File: src/rtl/priority_pkg.sv
// Shared definitions for the priority encoder/decoder pair: state encoding,
// the index-to-one-hot decode map and counter width.
package priority_pkg;

    localparam int unsigned PDEC_CNT_W = 4;
    localparam int unsigned PDEC_IDX_W = 2;
    localparam int unsigned PDEC_VEC_W = 4;

    typedef enum logic {
        IDLE  = 1'b0,
        DRIVE = 1'b1
    } pdec_state_e;

    // Index 0 is the highest-priority request (MSB), matching the encoder.
    function automatic logic [PDEC_VEC_W-1:0] pdec_decode(input logic [PDEC_IDX_W-1:0] idx);
        logic [PDEC_VEC_W-1:0] vec;
        case (idx)
            2'd0:    vec = 4'b1000;
            2'd1:    vec = 4'b0100;
            2'd2:    vec = 4'b0010;
            default: vec = 4'b0001;
        endcase
        return vec;
    endfunction

endpackage

File: src/rtl/priority_dec_pend.sv
// One-entry holding register for a code that arrives while another is being driven.
module priority_dec_pend
    import priority_pkg::*;
(
    input  logic                  clk,
    input  logic                  rst,
    input  logic                  push,
    input  logic                  pop,
    input  logic [PDEC_IDX_W-1:0] din,
    output logic [PDEC_IDX_W-1:0] dout,
    output logic                  full
);

    logic [PDEC_IDX_W-1:0] data_q;
    logic                  full_q;

    always_ff @(posedge clk) begin
        if (rst) begin
            data_q <= '0;
            full_q <= 1'b0;
        end else begin
            if (push) begin
                data_q <= din;
            end
            full_q <= push | (full_q & ~pop);
        end
    end

    assign dout = data_q;
    assign full = full_q;

endmodule

File: src/rtl/priority_dec.sv
// Registered index-to-one-hot decoder with programmable hold time and a one-entry
// pending buffer. Optional sticky history of driven vectors: PRIORITY_DEC_HIST_EN.
module priority_dec
    import priority_pkg::*;
#(
    parameter int unsigned HOLD_CYCLES = 2
) (
    input  logic                  clk,
    input  logic                  rst,
    input  logic [PDEC_IDX_W-1:0] Y,
    input  logic                  valid,
    output logic                  ready,
    output logic [PDEC_VEC_W-1:0] D,
    output logic                  D_valid
`ifdef PRIORITY_DEC_HIST_EN
    ,
    output logic [PDEC_VEC_W-1:0] hist,
    input  logic                  hist_clr
`endif
);

    localparam logic [PDEC_CNT_W-1:0] HOLD_LD = PDEC_CNT_W'(HOLD_CYCLES - 1);

    pdec_state_e           state_q, state_d;
    logic [PDEC_CNT_W-1:0] cnt_q, cnt_d;
    logic [PDEC_VEC_W-1:0] d_q, d_d;
    logic                  pend_push, pend_pop, pend_full;
    logic [PDEC_IDX_W-1:0] pend_y;
    logic                  accept;

    assign ready  = ~pend_full & ~rst;
    assign accept = valid & ready;

    priority_dec_pend u_pend (
        .clk  (clk),
        .rst  (rst),
        .push (pend_push),
        .pop  (pend_pop),
        .din  (Y),
        .dout (pend_y),
        .full (pend_full)
    );

    always_ff @(posedge clk) begin
        if (rst) begin
            state_q <= IDLE;
            cnt_q   <= '0;
            d_q     <= '0;
        end else begin
            state_q <= state_d;
            cnt_q   <= cnt_d;
            d_q     <= d_d;
        end
    end

    // Next state: the pending code takes precedence over a fresh code at end of hold.
    always_comb begin
        state_d   = state_q;
        cnt_d     = cnt_q;
        d_d       = d_q;
        pend_push = 1'b0;
        pend_pop  = 1'b0;
        case (state_q)
            IDLE: begin
                if (accept) begin
                    state_d = DRIVE;
                    d_d     = pdec_decode(Y);
                    cnt_d   = HOLD_LD;
                end
            end
            DRIVE: begin
                if (cnt_q != '0) begin
                    cnt_d     = cnt_q - PDEC_CNT_W'(1);
                    pend_push = accept;
                end else if (pend_full) begin
                    pend_pop = 1'b1;
                    d_d      = pdec_decode(pend_y);
                    cnt_d    = HOLD_LD;
                end else if (accept) begin
                    d_d   = pdec_decode(Y);
                    cnt_d = HOLD_LD;
                end else begin
                    state_d = IDLE;
                    d_d     = '0;
                end
            end
            default: begin
                state_d = IDLE;
                d_d     = '0;
            end
        endcase
    end

    assign D       = d_q;
    assign D_valid = (state_q == DRIVE);

`ifdef PRIORITY_DEC_HIST_EN
    logic [PDEC_VEC_W-1:0] hist_q;

    always_ff @(posedge clk) begin
        if (rst || hist_clr) begin
            hist_q <= '0;
        end else begin
            hist_q <= hist_q | d_q;
        end
    end

    assign hist = hist_q;
`endif

endmodule
File: config.mk
export PLATFORM = sky130hd
export DESIGN_NAME = priority_dec
export DESIGN_NICKNAME = d
export VERILOG_FILES = /design/src/rtl/priority_pkg.sv /design/src/rtl/priority_dec_pend.sv /design/src/rtl/priority_dec.sv
export SDC_FILE = /design/constraint.sdc
export NUM_CORES = 1
export LEC_CHECK = 0
export ABC_AREA = 1
export CORE_UTILIZATION = 45
export CTS_BUF_LIST = sky130_fd_sc_hd__clkbuf_4 sky130_fd_sc_hd__clkbuf_8
export DETAILED_ROUTE_END_ITERATION = 7
export HOLD_SLACK_MARGIN = 0.1
export PLACE_DENSITY = 0.78
export REMOVE_ABC_BUFFERS = 1
export SLEW_MARGIN = 40
export SYNTH_ARGS = -nofsm -noshare
export SYNTH_HDL_FRONTEND = slang
export SYNTH_SLANG_ARGS = --single-unit
File: constraint.sdc
create_clock -name clk -period 1.09 [get_ports clk]
set_input_delay 0.1635 -clock clk [delete_from_list [all_inputs] [get_ports clk]]
set_output_delay 0.1635 -clock clk [all_outputs]
set_load 0.02 [all_outputs]
# Word-level counts from Yosys, hierarchy flattened
# Cells that the tools add are included.
[op_classes]
n_addsub = 1
n_eq_ne = 6
mux = 20
bitwise_logic = 8
n_reduce_logical = 4
[ops]
columns = ["operator", "n"]
rows = [
  ["4-bit two-way mux", 7],
  ["4-bit one-hot mux with 3 select lines", 2],
  ["4-bit one-hot mux with 2 select lines", 2],
  ["1-bit two-way mux", 8],
  ["2-bit by 1-bit equality test with 1-bit output, second input constant", 2],
  ["2-bit equality test, second input constant", 2],
  ["2-bit logical NOT", 2],
  ["2-bit != test, second input constant", 2],
  ["1-bit inverter", 4],
  ["4-bit nonzero test", 1],
  ["4-bit by 1-bit subtractor with 4-bit output, second input constant", 1],
  ["1-bit AND", 3],
  ["1-bit one-hot mux with 2 select lines", 1],
  ["2-bit AND reduction", 1],
  ["1-bit bitwise OR", 1],
]
[word_totals]
regBits = 12
in_bits = 5
output_inout_bits = 6
wordCells = 44

# Longest topological paths before layout
# Gate-level depths: netlist of run 1.
[logic_depth]
word_depth = 7
depth_mapped = 8
mapped_depth_nobuf = 8

# By module
# From an unflattened synthesis of run 1, not the netlist that was laid out.
[hier_totals]
cells_unflattened = 100
area_unflattened_um2 = 700.7
[modules_own_cells]
columns = ["module", "instances", "cells_each", "area_per_inst_um2", "seq_area_each_um2"]
rows = [
  ["priority_dec", 1, 86, 591.8, 180.2],
  ["priority_dec_pend", 1, 14, 108.9, 60.1],
]

# Worst setup path after synthesis of run 1
# No wires, ideal clock.
[synth_path]
path_type = "register to register"
from = "register cnt_q[1]"
to = "register u_pend.data_q[0] (netlist: u_pend.dout[0])"
setup_ns = 0.113
arrival_ns = 1.108
slack_ns = -0.131
stages_incl_launch_ff = 9
path_cell_list = "dfxtp_1 inv_1 ha_1 nand3_2 nand2_1 nor2_4 nand2_1 nand2_1 nor2_1"
[synth_between]
elab_chain_len = 3
[synth_lines]
columns = ["item", "line_no", "rtl"]
rows = [
  ["from (decl)", "priority_dec.sv:25", "logic [PDEC_CNT_W-1:0] cnt_q, cnt_d;"],
  ["from (signal assigned)", "priority_dec.sv:51", "cnt_q <= cnt_d;"],
  ["4-bit nonzero test", "priority_dec.sv:72", "if (cnt_q != '0) begin"],
  ["1-bit two-way mux", "priority_dec.sv:72", ""],
  ["1-bit two-way mux", "priority_dec.sv:63", "case (state_q)"],
  ["to (signal assigned)", "priority_dec_pend.sv:23", "data_q <= din;"],
  ["to (decl)", "priority_dec_pend.sv:14", "logic [PDEC_IDX_W-1:0] data_q;"],
]
# No other way between the ends.
# A chain may end at the register's enable or synchronous reset.

# Final worst setup path of run 1
[layout_path]
from = "register cnt_q[1]"
to = "register d_q[0] (netlist: D[0])"
[layout_between]
elab_chain_len = 3
[layout_lines]
columns = ["item", "line_no", "rtl"]
rows = [
  ["4-bit nonzero test", "priority_dec.sv:72", ""],
  ["2-bit != test (no line)", "--", ""],
  ["2-bit AND reduction (no line)", "--", ""],
  ["to (signal assigned)", "priority_dec.sv:48", "d_q <= '0;"],
  ["to (signal assigned)", "priority_dec.sv:52", "d_q <= d_d;"],
  ["to (decl)", "priority_dec.sv:26", "logic [PDEC_VEC_W-1:0] d_q, d_d;"],
]
# No other way between the ends.

==> results of run 1 <==
[sequential cells by signal, indices dropped and copies added, names as in the netlist]
signal / flops
cnt_q: 4
u_pend.dout: 2
u_pend.full: 1
D: 4
D_valid: 1
[placed cells by master (no fill, tap or decap), types with 2 or more instances in the layout]
cell,instances
inv_2,5
o21ai_0,3
nor2_2,3
nand2_2,3
clkbuf_4,3
dfxtp_2,2
inv_1,13
buf_4,13
clkbuf_2,5
nor2_4,2
nand2_1,28
nand2_4,4
a21oi_1,5
a21oi_2,3
nor2_1,15
nand3_1,7
dfxtp_1,10
clkdlybuf4s50_1,3
[worst max-delay path: cells and delay by family, from the launching register on]
kind	cells	cell delay, ns
buffers and inverters	1	0.07
AND/OR/NAND/NOR	6	0.51
flip-flops	1	0.33
adder cells (fa/ha/maj)	1	0.15
[stage by stage]
step	worst slack (ns)	total power, mW	utilization [%]
2_1_floorplan	-0.131	0.585	-
3_3_place_gp	-0.406	0.670	65.7
3_5_place_dp	-0.398	0.674	65.7
4_1_cts	-0.0353	1.04	71.9
5_1_grt	-0.127	1.08	71.5
6_report	-0.0423	1.04	71.5
[worst max path at each step]
stage / to / start / cells past startpoint / slack, ns
2_1_floorplan: u_pend.dout[0]$_SDFFE_PP0P_ / cnt_q[1]$_SDFF_PP0_ / 8 / -0.13
3_3_place_gp: ready / rst / 3 / -0.41
3_5_place_dp: ready / rst / 3 / -0.40
4_1_cts: u_pend.dout[1]$_SDFFE_PP0P_ / cnt_q[1]$_SDFF_PP0_ / 8 / -0.04
5_1_grt: D[0]$_SDFFE_PP0P_ / cnt_q[1]$_SDFF_PP0_ / 8 / -0.13
6_report: D[0]$_SDFFE_PP0P_ / cnt_q[1]$_SDFF_PP0_ / 8 / -0.04
[metal layers]
| metal | GRT usage [%] | vias up |
|---|---|---|
| li1 | - | 379 |
| met1 | 28.7 | 306 |
| met2 | 39.5 | 14 |
| met3 | 3.26 | 6 |
| met4 | 15.0 | 0 |
| met5 | 0 | - |
[where the power goes]
part / internal [mW] / switching, mW / leakage, nW
registers: 0.455 / 0.00746 / 0.0986
logic: 0.0867 / 0.122 / 0.362
clock network: 0.203 / 0.163 / 0.0210
total: 0.744 / 0.292 / 0.481
[logic make-up (layout without fill, tap and decap cells)]
kind of cell	count (synthesis)	after routing	share of synthesized area, %
xor+xnor	1	1	1.29
flops	12	12	35.4
simple gates	64	64	42.8
fa+ha+maj	1	1	1.84
compound gates	11	11	8.67
buf+inv	18	45	9.96
[layout make-up]
class | count | area (µm²)
clock buffers | 4 | 36.3
fillers | 114 | 385
multi-input cells | 77 | 433
repair buffers | 23 | 166
flip-flops and latches | 12 | 243
well taps | 15 | 18.8
inverters | 18 | 67.6
[what timing repair did]
action                                  4_1_cts  5_1_grt
endpoints found under the setup margin       18       17
pin swaps                                    11        1
resized for setup                            29       10
buffers inserted                              1        0
==> run_results.csv, run 1 <==
group,metric,value,unit
cells_and_area,areaGrowthSynthToFinish,42.3,%
floorplan,rows,13,
detailed_routing,vias,705,
min_path,worstHoldStart,"rst",
setup_path,worstPathMaxFanout,7,
synthesis,ys_seq_elements,12,
sta,fin_skew,0.000443,ns
floorplan,die_h,40.8,µm
sta,slew_headroom,83.2,%
synthesis,synthFlopType,"dfxtp_1",
place,gp_congestion,0.813,
cells_and_area,stdcell_count,149,
synthesis,yosysSeqAreaShare,35.4,%
setup_path,rr_worst_depth,8,
place,port_buffers,10,
power_and_ir_drop,power.density,1070,mW/mm²
clock_network,cts_buffers,3,
floorplan,start_util,50.2,%
setup_path,path_cells,"inv_2, ha_4, nand3_4, nand2_4, nand2_4, nand2_1, nand2_1, nor2_1",
cells_and_area,final_area,965,µm²
synthesis,yosysMostFrequentCell,"nand2_1",
synthesis,ys_top_cells_by_count,"nand2_1 (32), nor2_1 (18), inv_1 (15)",
clock_network,cts_max_level,1,
floorplan,pin_count,11,
sta,rsz0062_at_grt,"true",
clock_network,cts.sinks,12,
sta,hold_slack,0.390,ns
place,hpwl,1100,µm
sta,clock.fmax,0.883,GHz
cells_and_area,diodes,0,
sta,min_period,1.13,ns
sta,hold_violations,0,
synthesis,ys_types,16,
min_path,holdPathEnd,"u_pend.full$_SDFF_PP0_",
detailed_routing,first_iter_violations,3,
setup_path,rr_endpoint,"D[0]$_SDFFE_PP0P_",
detailed_routing,drtAntennaViolNets,0,
detailed_routing,viasPerCell,4.73,
sta,setup_ws,-0.0423,ns
power_and_ir_drop,peakVddDrop,0.000554,V
detailed_routing,routedWlPerCell,10.2,µm
detailed_routing,drc,0,
cells_and_area,final_layout_size_suffix_gt1_share,36.6,%
synthesis,syn-mean-instance-area,6.34,µm²
run_status,status,"finished with violations",
setup_path,worstSetupEndpointType,"register",
clock_network,cts.path.max_buffers,2,
clock_network,cts_root_buffer,"clkbuf_4",
min_path,whs_path_depth,3,
setup_path,cp.required,1.31,ns
global_routing,grt_first_pass_wirelength,2580,µm
detailed_routing,m1WireLength,734,µm
global_routing,grt_max_degree,8,
clock_network,clkLatencyLatePin,0.28,ns
setup_path,rrSetupSlack,-0.04,ns
place,place_area,887,µm²
global_routing,overflow,0,
synthesis,synth_edf_count,0,
sta,finalSetupTns,-0.176,ns
setup_path,critPathArrivalTime,1.35,ns
global_routing,grt_use_total,23.9,%
synthesis,netlist_instances,107,
floorplan,die-area,0.00167,mm²
floorplan,die_x,40.8,µm
sta,drv_slew,0,
clock_network,tritoncts,"built",
synthesis,async_flop_share,0,%
synthesis,synth_top_area_share,35.4,%
synthesis,yosys.area.top_type,"dfxtp_1",
min_path,min_path_type,"primary input to register",
detailed_routing,wl_met3,35,µm
sta,setup_violations,8,
detailed_routing,drt_wl_total,1530,µm
setup_path,critPathSlowestCell,"dfxtp_2",
detailed_routing,wl_met2,711,µm
sta,worst_slew_pin_slew,0.250,ns
sta,finalCritPeriodShare,104,%
place,dp_cells,144,
floorplan,placeableCoreArea,0.00135,mm²
flow_run,drv_cap,0,
synthesis,yosys_warnings,0,
clock_network,cts.clk_slew.worst_paths,0.08,ns
setup_path,slowest_delay,0.33,ns
power_and_ir_drop,leakage,0.481,nW
setup_path,critical_path_class,"register to register",
setup_path,reg2reg_from,"cnt_q[1]$_SDFF_PP0_",
detailed_routing,highest_layer,"met4",
detailed_routing,dr.pass1.iters,4,
synthesis,ys_top_cells_by_area,"dfxtp_1 (35%), nand2_1 (18%), nor2_1 (10%)",
global_routing,grt_pass1_vias,672,
global_routing,antenna_found_initial,0,
synthesis,synth_area,678,µm²
setup_path,critPathLaunchType,"register",
run_status,violations,"setup timing",
cells_and_area,nets,141,
clock_network,hold_buffers,0,
No activity file was read; power rests on OpenSTA's default activity.
==> inputs of run 2 (changes only) <==
Settings changed: CORE_UTILIZATION 45 to 35, PLACE_DENSITY 0.78 to 0.64.
==> run 2 against run 1 <==
The flow still finishes with violations (setup timing). Register-to-register slack lost 0.06 ns. Critical path depth shrank 2. Via count grew 2.1%. First-iteration DRC count grew to 2.7 times the previous value. Non-clock buffer count is the same. Sequential cell count is the same. Worst hold slack gained 0.0041 ns. Combinational power grew 9%. Core utilization shrank 15 points. Largest cell class unchanged.
==> run_results.csv, run 2 (same netlist as run 1, synthesis figures left out) <==
group,metric,value,unit
run_status,status,"finished with violations",
run_status,violations,"setup timing",
detailed_routing,dr.pass1.iters,4,
power_and_ir_drop,p_switching,0.291,mW
global_routing,antenna_found_initial,0,
setup_path,critical_path_depth,6,
sta,fin_skew,0.00719,ns
setup_path,path_cells,"inv_2, ha_4, nand2_2, nor2_4, or2_2, a21oi_2",
power_and_ir_drop,power_frac_comb,23.4,%
setup_path,worstPathMaxFanout,3,
detailed_routing,drt_wl_total,1620,µm
cells_and_area,nets,141,
detailed_routing,drc,0,
sta,hold_violations,0,
setup_path,critPathArrivalTime,1.40,ns
power_and_ir_drop,p_sw_share,30.0,%
sta,setup_violations,8,
place,gp_congestion,0.834,
power_and_ir_drop,leakage,0.462,nW
clock_network,tritoncts,"built",
setup_path,cpLargestDelayFamily,"simple AND/OR/NAND/NOR gates",
setup_path,worstSetupEndpointType,"register",
power_and_ir_drop,p_int,0.679,mW
setup_path,cp.buffers_inverters,1,
sta,slew_headroom,82.0,%
cells_and_area,final_common_cell,"nand2_1",
floorplan,die_x,46.0,µm
floorplan,die_h,46.0,µm
power_and_ir_drop,p_total,0.971,mW
floorplan,start_util,38.4,%
floorplan,pin_count,11,
clock_network,cts_root_buffer,"clkbuf_4",
min_path,whs_path_depth,3,
place,port_buffers,10,
detailed_routing,vias,720,
global_routing,grt_pass1_vias,663,
power_and_ir_drop,seq_power_share,47.6,%
power_and_ir_drop,peakVddDrop,0.000673,V
setup_path,critPathLaunchType,"register",
sta,min_period,1.19,ns
floorplan,rows,15,
clock_network,cts_buffers,3,
floorplan,placeableCoreArea,0.00176,mm²
clock_network,cts.path.max_buffers,2,
cells_and_area,areaGrowthSynthToFinish,46.5,%
flow_run,drv_cap,0,
cells_and_area,postLayoutCoreUtil,56.3,%
setup_path,cp.required,1.30,ns
sta,rsz0062_at_grt,"true",
detailed_routing,drtAntennaViolNets,0,
min_path,min_path_type,"primary input to register",
clock_network,clkLatencyLatePin,0.28,ns
cells_and_area,diodes,0,
global_routing,overflow,0,
clock_network,cts_max_level,1,
sta,setup_ws,-0.101,ns
sta,clock.fmax,0.840,GHz
cells_and_area,final_layout_size_suffix_gt1_share,37.6,%
sta,drv_slew,0,
setup_path,slowest_delay,0.34,ns
global_routing,grt_max_degree,8,
detailed_routing,first_iter_violations,8,
clock_network,cts.clk_slew.worst_paths,0.08,ns
detailed_routing,viasPerCell,4.56,
setup_path,critical_path_class,"register to register",
cells_and_area,nFillCells,193,
global_routing,grt_use_total,18.7,%
power_and_ir_drop,clock_power_share,29.0,%
detailed_routing,routedWlPerCell,10.3,µm
floorplan,die-area,0.00212,mm²
cells_and_area,seq_area,243,µm²
setup_path,rr_worst_depth,6,
cells_and_area,multi_input_area,455,µm²
sta,worst_slew_pin_slew,0.268,ns
place,hpwl,1120,µm
clock_network,cts.sinks,12,
cells_and_area,layout_common_cells,"nand2_1 (25), nor2_1 (15), inv_1 (13), buf_4 (11), dfxtp_1 (10)",
sta,finalCritPeriodShare,109,%
setup_path,critPathSlowestCell,"dfxtp_2",
power_and_ir_drop,power.density,977,mW/mm²
global_routing,grt_first_pass_wirelength,2770,µm
[run 2: repair_timing]
item	CTS	global route
hold buffers	0	0
setup endpoints to repair	18	17
buffers inserted	1	1
pin swaps	13	12
gates resized for setup	28	18
endpoints found under the hold margin	0	0
[run 2: path summary, 6_finish.rpt]
check                                               to           startpoint  slack [ns]
worst max-delay path               cnt_q[1]$_SDFF_PP0_  cnt_q[1]$_SDFF_PP0_       -0.10
worst min-delay path            u_pend.full$_SDFF_PP0_                  rst        0.39
worst max register to register     cnt_q[1]$_SDFF_PP0_  cnt_q[1]$_SDFF_PP0_       -0.10
worst min register to register       D[1]$_SDFFE_PP0P_    D[1]$_SDFFE_PP0P_        0.51
[run 2: power groups by stage]
stage | logic [mW] | registers (mW) | clock network, mW
floorplan | 0.0947 | 0.490 | 0
global placement | 0.201 | 0.471 | 0
detailed placement | 0.203 | 0.472 | 0
CTS | 0.207 | 0.462 | 0.289
global route | 0.254 | 0.464 | 0.308
finish | 0.227 | 0.462 | 0.281
[run 2: worst min-delay path: cells and delay by family]
kind	cells	cell delay (ns)
AOI/OAI and AO/OA	1	0.04
buffers and inverters	2	0.44
[run 2: final cells by class]
type | count | share of cell area [%]
Inverter | 18 | 6.80
Timing Repair Buffer | 23 | 17.5
Multi-Input combinational cell | 77 | 45.8
Tap cell | 25 | 3.15
Clock buffer | 3 | 2.27
Sequential cell | 12 | 24.4
[run 2: per-layer routing]
metal | wire length (µm) | share of wire (%) | global-route usage, %
met5 | 0 | 0 | 0
met2 | 798 | 49 | 30.1
met3 | 49 | 3.0 | 2.38
met4 | 55 | 3.4 | 10.6
met1 | 721 | 44 | 23.7
[run 2: per-stage QoR]
step / hold slack [ns] / setup TNS [ns] / area (µm²) / std cells / setup slack, ns
final: 0.394 / -0.271 / 993 / 158 / -0.101
after global routing: 0.401 / -1.07 / 993 / 158 / -0.141
after detailed placement: 0.512 / -4.34 / 900 / 154 / -0.409
after floorplan: 0.233 / -1.09 / 678 / 107 / -0.131
after CTS: 0.398 / -0.113 / 967 / 158 / -0.0279
after global placement: 0.504 / -4.18 / 900 / 154 / -0.410
